<file path="config.mk">
export PLATFORM = sky130hd
export DESIGN_NAME = axis_pattern_source
export DESIGN_NICKNAME = d
export VERILOG_FILES = /design/src/rtl/axis_pattern_source.sv
export SDC_FILE = /design/constraint.sdc
export NUM_CORES = 1
export LEC_CHECK = 0
export ABC_AREA = 1
export ABC_CLOCK_PERIOD_IN_PS = 2600
export CAP_MARGIN = 20
export CORE_ASPECT_RATIO = 0.75
export CORE_MARGIN = 2
export CORE_UTILIZATION = 50
export CTS_BUF_LIST = sky130_fd_sc_hd__clkbuf_8
export DETAILED_ROUTE_END_ITERATION = 10
export MAX_ROUTING_LAYER = met4
export PLACE_DENSITY = 0.78
export RECOVER_POWER = 50
export SYNTH_ARGS = -nofsm -noshare
export SYNTH_HDL_FRONTEND = slang
export SYNTH_SLANG_ARGS = --single-unit
</file>
<file path="constraint.sdc">
create_clock -name clk_i -period 2.6 [get_ports clk_i]
set_clock_uncertainty 0.15 [all_clocks]
set_input_delay 0.78 -clock clk_i [delete_from_list [all_inputs] [get_ports clk_i]]
set_output_delay 0.78 -clock clk_i [all_outputs]
set_load 0.01 [all_outputs]
</file>
<file path="src/rtl/axis_pattern_source.sv">
`default_nettype none
// ============================================================================
// Module      : axis_pattern_source
// Description : AXI-Stream video test-pattern generator. Emits width x height
//               pixel beats per frame (ramp in x, ramp in y, 8x8 checker, or
//               solid colour), with TLAST at end of line and TUSER at start of
//               frame. Optional back-to-back frame generation.
// Revision    : 1.0 - initial release
// ============================================================================
module axis_pattern_source #(
  parameter int OUTPUT_BYTES = 3,
  parameter int OUTPUT_BITS  = OUTPUT_BYTES * 8,
  parameter int DIM_BITS     = 12
) (
  input  logic                   clk_i,
  input  logic                   rst_i,
  input  logic                   start_i,
  input  logic                   continuous_i,
  input  logic [DIM_BITS-1:0]    width_i,
  input  logic [DIM_BITS-1:0]    height_i,
  input  logic [1:0]             pattern_i,
  input  logic [OUTPUT_BITS-1:0] color_i,
  output logic [OUTPUT_BITS-1:0] axis_m_data_o,
  output logic                   axis_m_valid_o,
  input  logic                   axis_m_ready_i,
  output logic                   axis_m_last_o,
  output logic                   axis_m_user_o,
  output logic                   busy_o,
  output logic                   frame_done_o
);

  localparam logic [DIM_BITS-1:0] c_DIM_ONE = DIM_BITS'(1);

  typedef enum logic [0:0] {
    S_IDLE   = 1'b0,
    S_ACTIVE = 1'b1
  } state_t;

  state_t                 state_q, state_d;
  logic [DIM_BITS-1:0]    x_q, x_d;
  logic [DIM_BITS-1:0]    y_q, y_d;
  logic [DIM_BITS-1:0]    width_q, width_d;
  logic [DIM_BITS-1:0]    height_q, height_d;
  logic [1:0]             pattern_q, pattern_d;
  logic [OUTPUT_BITS-1:0] color_q, color_d;
  logic                   frame_done_q, frame_done_d;

  logic                   w_active;
  logic                   w_xfer;
  logic                   w_x_end;
  logic                   w_y_end;
  logic                   w_new_dims_ok;
  logic [OUTPUT_BITS-1:0] w_x_fit;
  logic [OUTPUT_BITS-1:0] w_y_fit;
  logic [OUTPUT_BITS-1:0] w_data;

  assign w_active      = (state_q == S_ACTIVE);
  assign w_xfer        = w_active & axis_m_ready_i;
  assign w_x_end       = (x_q == (width_q - c_DIM_ONE));
  assign w_y_end       = (y_q == (height_q - c_DIM_ONE));
  assign w_new_dims_ok = (width_i != '0) && (height_i != '0);

  // Fit the coordinate counters onto the pixel bus (zero-extend or truncate).
  if (OUTPUT_BITS > DIM_BITS) begin : g_zext
    assign w_x_fit = {{(OUTPUT_BITS-DIM_BITS){1'b0}}, x_q};
    assign w_y_fit = {{(OUTPUT_BITS-DIM_BITS){1'b0}}, y_q};
  end else if (OUTPUT_BITS == DIM_BITS) begin : g_same
    assign w_x_fit = x_q;
    assign w_y_fit = y_q;
  end else begin : g_trunc
    assign w_x_fit = x_q[OUTPUT_BITS-1:0];
    assign w_y_fit = y_q[OUTPUT_BITS-1:0];
  end

  // Pixel value is a pure function of the current position and latched setup,
  // so it stays frozen for as long as the sink stalls.
  always_comb begin
    w_data = '0;
    case (pattern_q)
      2'd0:    w_data = w_x_fit;
      2'd1:    w_data = w_y_fit;
      2'd2:    w_data = (x_q[3] ^ y_q[3]) ? '1 : '0;
      default: w_data = color_q;
    endcase
  end

  // State and counter registers; reset clears everything including the setup.
  always_ff @(posedge clk_i or posedge rst_i) begin
    if (rst_i) begin
      state_q      <= S_IDLE;
      x_q          <= '0;
      y_q          <= '0;
      width_q      <= '0;
      height_q     <= '0;
      pattern_q    <= '0;
      color_q      <= '0;
      frame_done_q <= 1'b0;
    end else begin
      state_q      <= state_d;
      x_q          <= x_d;
      y_q          <= y_d;
      width_q      <= width_d;
      height_q     <= height_d;
      pattern_q    <= pattern_d;
      color_q      <= color_d;
      frame_done_q <= frame_done_d;
    end
  end

  // Next-state: start a frame from IDLE, advance the raster on each accepted
  // beat, and on the final beat either reload for another frame or stop.
  always_comb begin
    state_d      = state_q;
    x_d          = x_q;
    y_d          = y_q;
    width_d      = width_q;
    height_d     = height_q;
    pattern_d    = pattern_q;
    color_d      = color_q;
    frame_done_d = 1'b0;

    case (state_q)
      S_IDLE: begin
        if (start_i && w_new_dims_ok) begin
          width_d   = width_i;
          height_d  = height_i;
          pattern_d = pattern_i;
          color_d   = color_i;
          x_d       = '0;
          y_d       = '0;
          state_d   = S_ACTIVE;
        end
      end
      default: begin
        if (w_xfer) begin
          if (w_x_end) begin
            x_d = '0;
            if (w_y_end) begin
              y_d          = '0;
              frame_done_d = 1'b1;
              if (continuous_i && w_new_dims_ok) begin
                width_d   = width_i;
                height_d  = height_i;
                pattern_d = pattern_i;
                color_d   = color_i;
              end else begin
                state_d = S_IDLE;
              end
            end else begin
              y_d = y_q + c_DIM_ONE;
            end
          end else begin
            x_d = x_q + c_DIM_ONE;
          end
        end
      end
    endcase
  end

  assign axis_m_data_o  = w_data;
  assign axis_m_valid_o = w_active;
  assign axis_m_last_o  = w_active & w_x_end;
  assign axis_m_user_o  = w_active & (x_q == '0) & (y_q == '0);
  assign busy_o         = w_active;
  assign frame_done_o   = frame_done_q;

endmodule
`default_nettype wire

</file>
* Word level (Yosys, flattened, before mapping) *
Cells that the tools add are included.

storage, ports and cells
  register bits = 76
  output and inout port bits = 29
  word-level logic and storage cells = 81

operators by class
  $add $sub $neg = 4
  equal/unequal tests = 8
  mux-type cells = 44
  bitwise logic cells = 5
  reduce and logical (&&, ||, !) cells = 12

operators by type and width
  cell                     number
  $mux W12                 20
  $mux W24                 7
  $pmux W24 S3             1
  $add A12 B1 Y12 const B  2
  $eq A12 B12 Y1           2
  $logic_not A12 Y1        2
  $reduce_bool A12 Y1      2
  $sub A12 B1 Y12 const B  2
  $mux W2                  6
  $mux W1                  10
  $ne A2 B1 Y1 const B     4
  $reduce_and A5 Y1        1
  $and A1 B1 Y1            4
  $logic_and A1 B1 Y1      3
  $reduce_and A3 Y1        1
  $eq A2 B1 Y1 const B     1
  $eq A2 B2 Y1 const B     1
  $logic_not A2 Y1         1
  $reduce_and A2 Y1        1
  $reduce_bool A2 Y1       1
  $xor A1 B1 Y1            1

* Depth between registers and ports, before layout *
  depth in word-level cells = 8
  depth in mapped cells = 18
  depth with buffers taken out = 17

* Least setup slack after synthesis *
OpenSTA, ideal clock, no wires.

  path type = register to output
  start point = register width_q[0]
  end point = output port axis_m_last_o
  data arrival time = 1.652 ns
  path slack = 0.018 ns
  stages on the path, launching flop included = 11
  buffers on the path = 0
  cells stage by stage = dfrtp_1 -> inv_1 -> ha_1 -> nand2_1 -> nor2_1 -> nand3_1 -> nand3_1 -> nand2_1 -> nor2_1 -> nand3_1 -> nor2_1

between the ends
  longest elaborated chain between the ends = 3

RTL lines
  what                    line  text
  from (decl)             42    logic [DIM_BITS-1:0] width_q, width_d;
  from (signal assigned)  102   width_q <= width_d;
  $sub A12 B1 Y12         59    assign w_x_end = (x_q == (width_q - c_DIM_ONE));
  $eq A12 B12 Y1          59
  $and A1 B1 Y1           162   assign axis_m_last_o = w_active & w_x_end;
  to (decl)               26    output logic axis_m_last_o,

No other way between the ends.

* Final worst setup path *
  start point = register width_q[1]
  end point = output port axis_m_last_o

Same word-level chain as after synthesis.

==> flow_summary.json <==
{
  "status": "finished, violations left",
  "violations": "negative setup slack",
  "cp-end-kind": "primary output",
  "die_x_um": 121,
  "viasPerCell": 5.55,
  "ant_nets": 0,
  "syn-num-nets": 831,
  "cts_made_buffers": 9,
  "clock_latency_ns": 0.37,
  "synth_area_um2": 5140,
  "max_clock_freq_ghz": 0.339,
  "dieArea_um2": 11100,
  "instances_no_fill": 1090,
  "min_period_over_period_pct": 114,
  "grt_pass1_wl_um": 27900,
  "path_cells": "inv_2, ha_4, xnor2_1, nor2_1, nand3_1, nor2_2, nand2_1, nor2_2, nand3_2, nor2_2, buf_2",
  "groute.layer.met1.usage_pct": 42.9,
  "swShare_pct": 45.4,
  "seq_area_frac_synth_pct": 37.0,
  "cts_tree": "done",
  "timing.final.hold_violations": 0,
  "port_buffers": 83,
  "syn-instance-count": 770,
  "cp.arrival_ns": 2.02,
  "seq_power_share_pct": 28.6,
  "wire_per_inst_um": 17.7,
  "relSlewSlack_pct": 27.3,
  "met2_usage_pct": 52.7,
  "root_buffer": "clkbuf_8",
  "crit_slowest_cell": "dfrtp_1",
  "num-nets-final": 1010,
  "cpMostUsedCell": "nor2_2",
  "routed_wl_um": 19300,
  "power_density_nw_per_um2": 892,
  "dp_hpwl_um": 12200,
  "ys_types": 30,
  "io_pins": 84,
  "ir_worst_vdd_uv": 502,
  "p_switching_uw": 3060,
  "drv_cap": 0,
  "fin_ws_ns": -0.354,
  "synth_seq_cells": 76,
  "place_worst_setup_slack_ns": -0.539,
  "cp_slowest_stage_delay_ns": 0.42,
  "final_cell_area_um2": 7560,
  "synthAdderAreaFrac_pct": 1.46,
  "area_growth_syn_to_layout_pct": 47.1,
  "drive_gt1_share_pct": 23.8,
  "fp.dieH_um": 91.8,
  "post_dp_cell_area_um2": 6670,
  "period_minus_slack_ns": 2.95,
  "yosys.area_share.simple_pct": 42.5,
  "synth_top_family_by_area": "simple AND/OR/NAND/NOR gates",
  "gp_congestion": 0.889,
  "core_area_um2": 10100,
  "worst_slew_pin_slew_ns": 1.09,
  "synth_top_area_share_pct": 37.0,
  "hold_path_class": "reg2reg",
  "syn_avg_cell_area_um2": 6.67,
  "clock_tree.buffer_depth": 2,
  "initial_core_util_pct": 50.7,
  "track_usage_pct": 33.0,
  "yosysTopAreaCell": "dfrtp_1",
  "place_inst": 1039,
  "grt_max_degree": 77,
  "cp_data_required_time_ns": 1.67,
  "yosysWarnings": 0,
  "utilization_pct": 74.6,
  "grt_pass1_vias": 5567,
  "synth_area_leaders": "dfrtp_1, nand2_1, nand3_1",
  "muxShareOfSynthArea_pct": 0,
  "dr_total_vias": 6053,
  "use_met3_pct": 7.21,
  "yosys.area_share.xor_xnor_pct": 4.94,
  "antenna_found_initial": 0,
  "detail_route.iter0.violations": 608,
  "cts_sinks": 76,
  "critPathKind": "reg2out",
  "placementRows": 32,
  "power_frac_clock_pct": 12.6,
  "critPathLaunchType": "flip-flop",
  "grt_setup_unrepaired": "yes",
  "htree_levels": 3,
  "maxSlewViolCount": 0,
  "drc": 0,
  "path_clk_slew_ns": 0.08,
  "p_comb_share_pct": 58.9,
  "cp_max_fo": 3,
  "diodes": 0,
  "grt_overflow": 0,
  "ctsHoldBuffers": 0,
  "synth_compound_area_share_pct": 4.94,
  "setup_viol": 28,
  "firstDrtPassIters": 5,
  "grt-busiest-layer": "met2",
  "intPower_uw": 3690,
  "p_leak_uw": 0.00382
}
==> cell usage after synthesis (all sizes together) <==
library cell,instances
xnor2,9
a221oi,12
dfrtp,76
nand3b,12
a21oi,11
a31oi,2
nand4,4
nor3b,1
o21ai,14
inv,69
clkbuf,18
or2,2
nand3,98
nor3,19
xor2,20
nand2,295
nor4,12
and3,1
ha,6
nor2,70
buf,19
==> logic make-up after synthesis <==
logic type,Yosys count
AO/OA/AOI/OAI,39
XOR/XNOR,29
adder cells (fa/ha/maj),6
buffers and inverters,106
flip-flops,76
AND/OR/NAND/NOR,514
==> worst paths after layout <==
kind                                         from                  endpoint  slack (ns)  depth (start not counted)
max                        width_q[1]$_DFFE_PP0P_             axis_m_last_o       -0.35                         11
min reg2reg                color_q[6]$_DFFE_PP0P_    color_q[6]$_DFFE_PP0P_        0.33                          2
max reg2reg                width_q[1]$_DFFE_PP0P_   color_q[18]$_DFFE_PP0P_       -0.01                         15
min in group asynchronous                   rst_i    width_q[3]$_DFFE_PP0P_        1.14                          3
max in group asynchronous                   rst_i  pattern_q[1]$_DFFE_PP0P_        0.39                          3
min                        color_q[6]$_DFFE_PP0P_    color_q[6]$_DFFE_PP0P_        0.33                          2
==> worst max-delay path, delay by kind of cell, from the launching register on <==
kind          cells  cell delay (ns)
flops             1             0.42
fa+ha+maj         1             0.20
xor+xnor          1             0.13
simple gates      7             0.69
buf+inv           2             0.22
==> per-layer routing <==
metal / vias up / share of wire (%)
met5: - / 0
li1: 2820 / -
met2: 340 / 48
met3: 75 / 8.4
met4: 0 / 3.7
met1: 2818 / 40
==> state kept, by name, indices dropped and copies added (netlist names) <==
signal          cells
pattern_q           2
color_q            24
width_q            12
y_q                12
x_q                12
frame_done_o        1
axis_m_valid_o      1
height_q           12
==> through the flow <==
step	hold slack (ns)	total power (uW)	setup TNS (ns)
detailed placement	0.309	5020	-17.78
finish	0.330	6750	-4.71
global route	0.346	7200	-9.73
CTS	0.331	6160	-2.78
floorplan	0.292	3660	0
global placement	0.303	4940	-14.50
==> layout make-up <==
cell class / count / area (um2)
multi-input combinational: 588 / 3110
fill: 745 / 2570
timing repair buffer: 204 / 1920
sequential: 76 / 1900
inverter: 69 / 267
tap: 136 / 170
clock buffer: 10 / 138
clock inverter: 6 / 40.0
timing repair inverter: 1 / 7.51
==> timing repair <==
| item | 4_1_cts | 5_1_grt |
|---|---|---|
| gates resized for setup | 165 | 59 |
| pin swaps | 18 | 18 |
| endpoints found under the setup margin | 79 | 96 |
| setup buffers | 22 | 17 |
| endpoints found under the hold margin | 0 | 0 |
| cloned | 1 | 2 |
==> layout by cell type (no fill, tap or decap), types with 11 or more instances in the layout <==
cell type,netlist,final
clkdlybuf4s50_1,0,56
inv_1,69,62
nand2_1,293,276
dfrtp_1,76,75
nand3_1,98,95
xor2_1,20,19
buf_6,5,32
nor3_1,19,18
buf_2,8,12
nand3b_1,12,12
nor2_1,69,59
buf_4,6,90
o21ai_0,11,11
==> power by group through the flow <==
stage	combinational (uW)	clock, uW	sequential (uW)
after global placement	3050	0	1890
after detailed placement	3110	0	1910
after floorplan	1840	0	1820
after global routing	4330	903	1970
final	3970	848	1930
after CTS	3420	854	1890
Note: power is estimated with default switching activity, not from simulation.
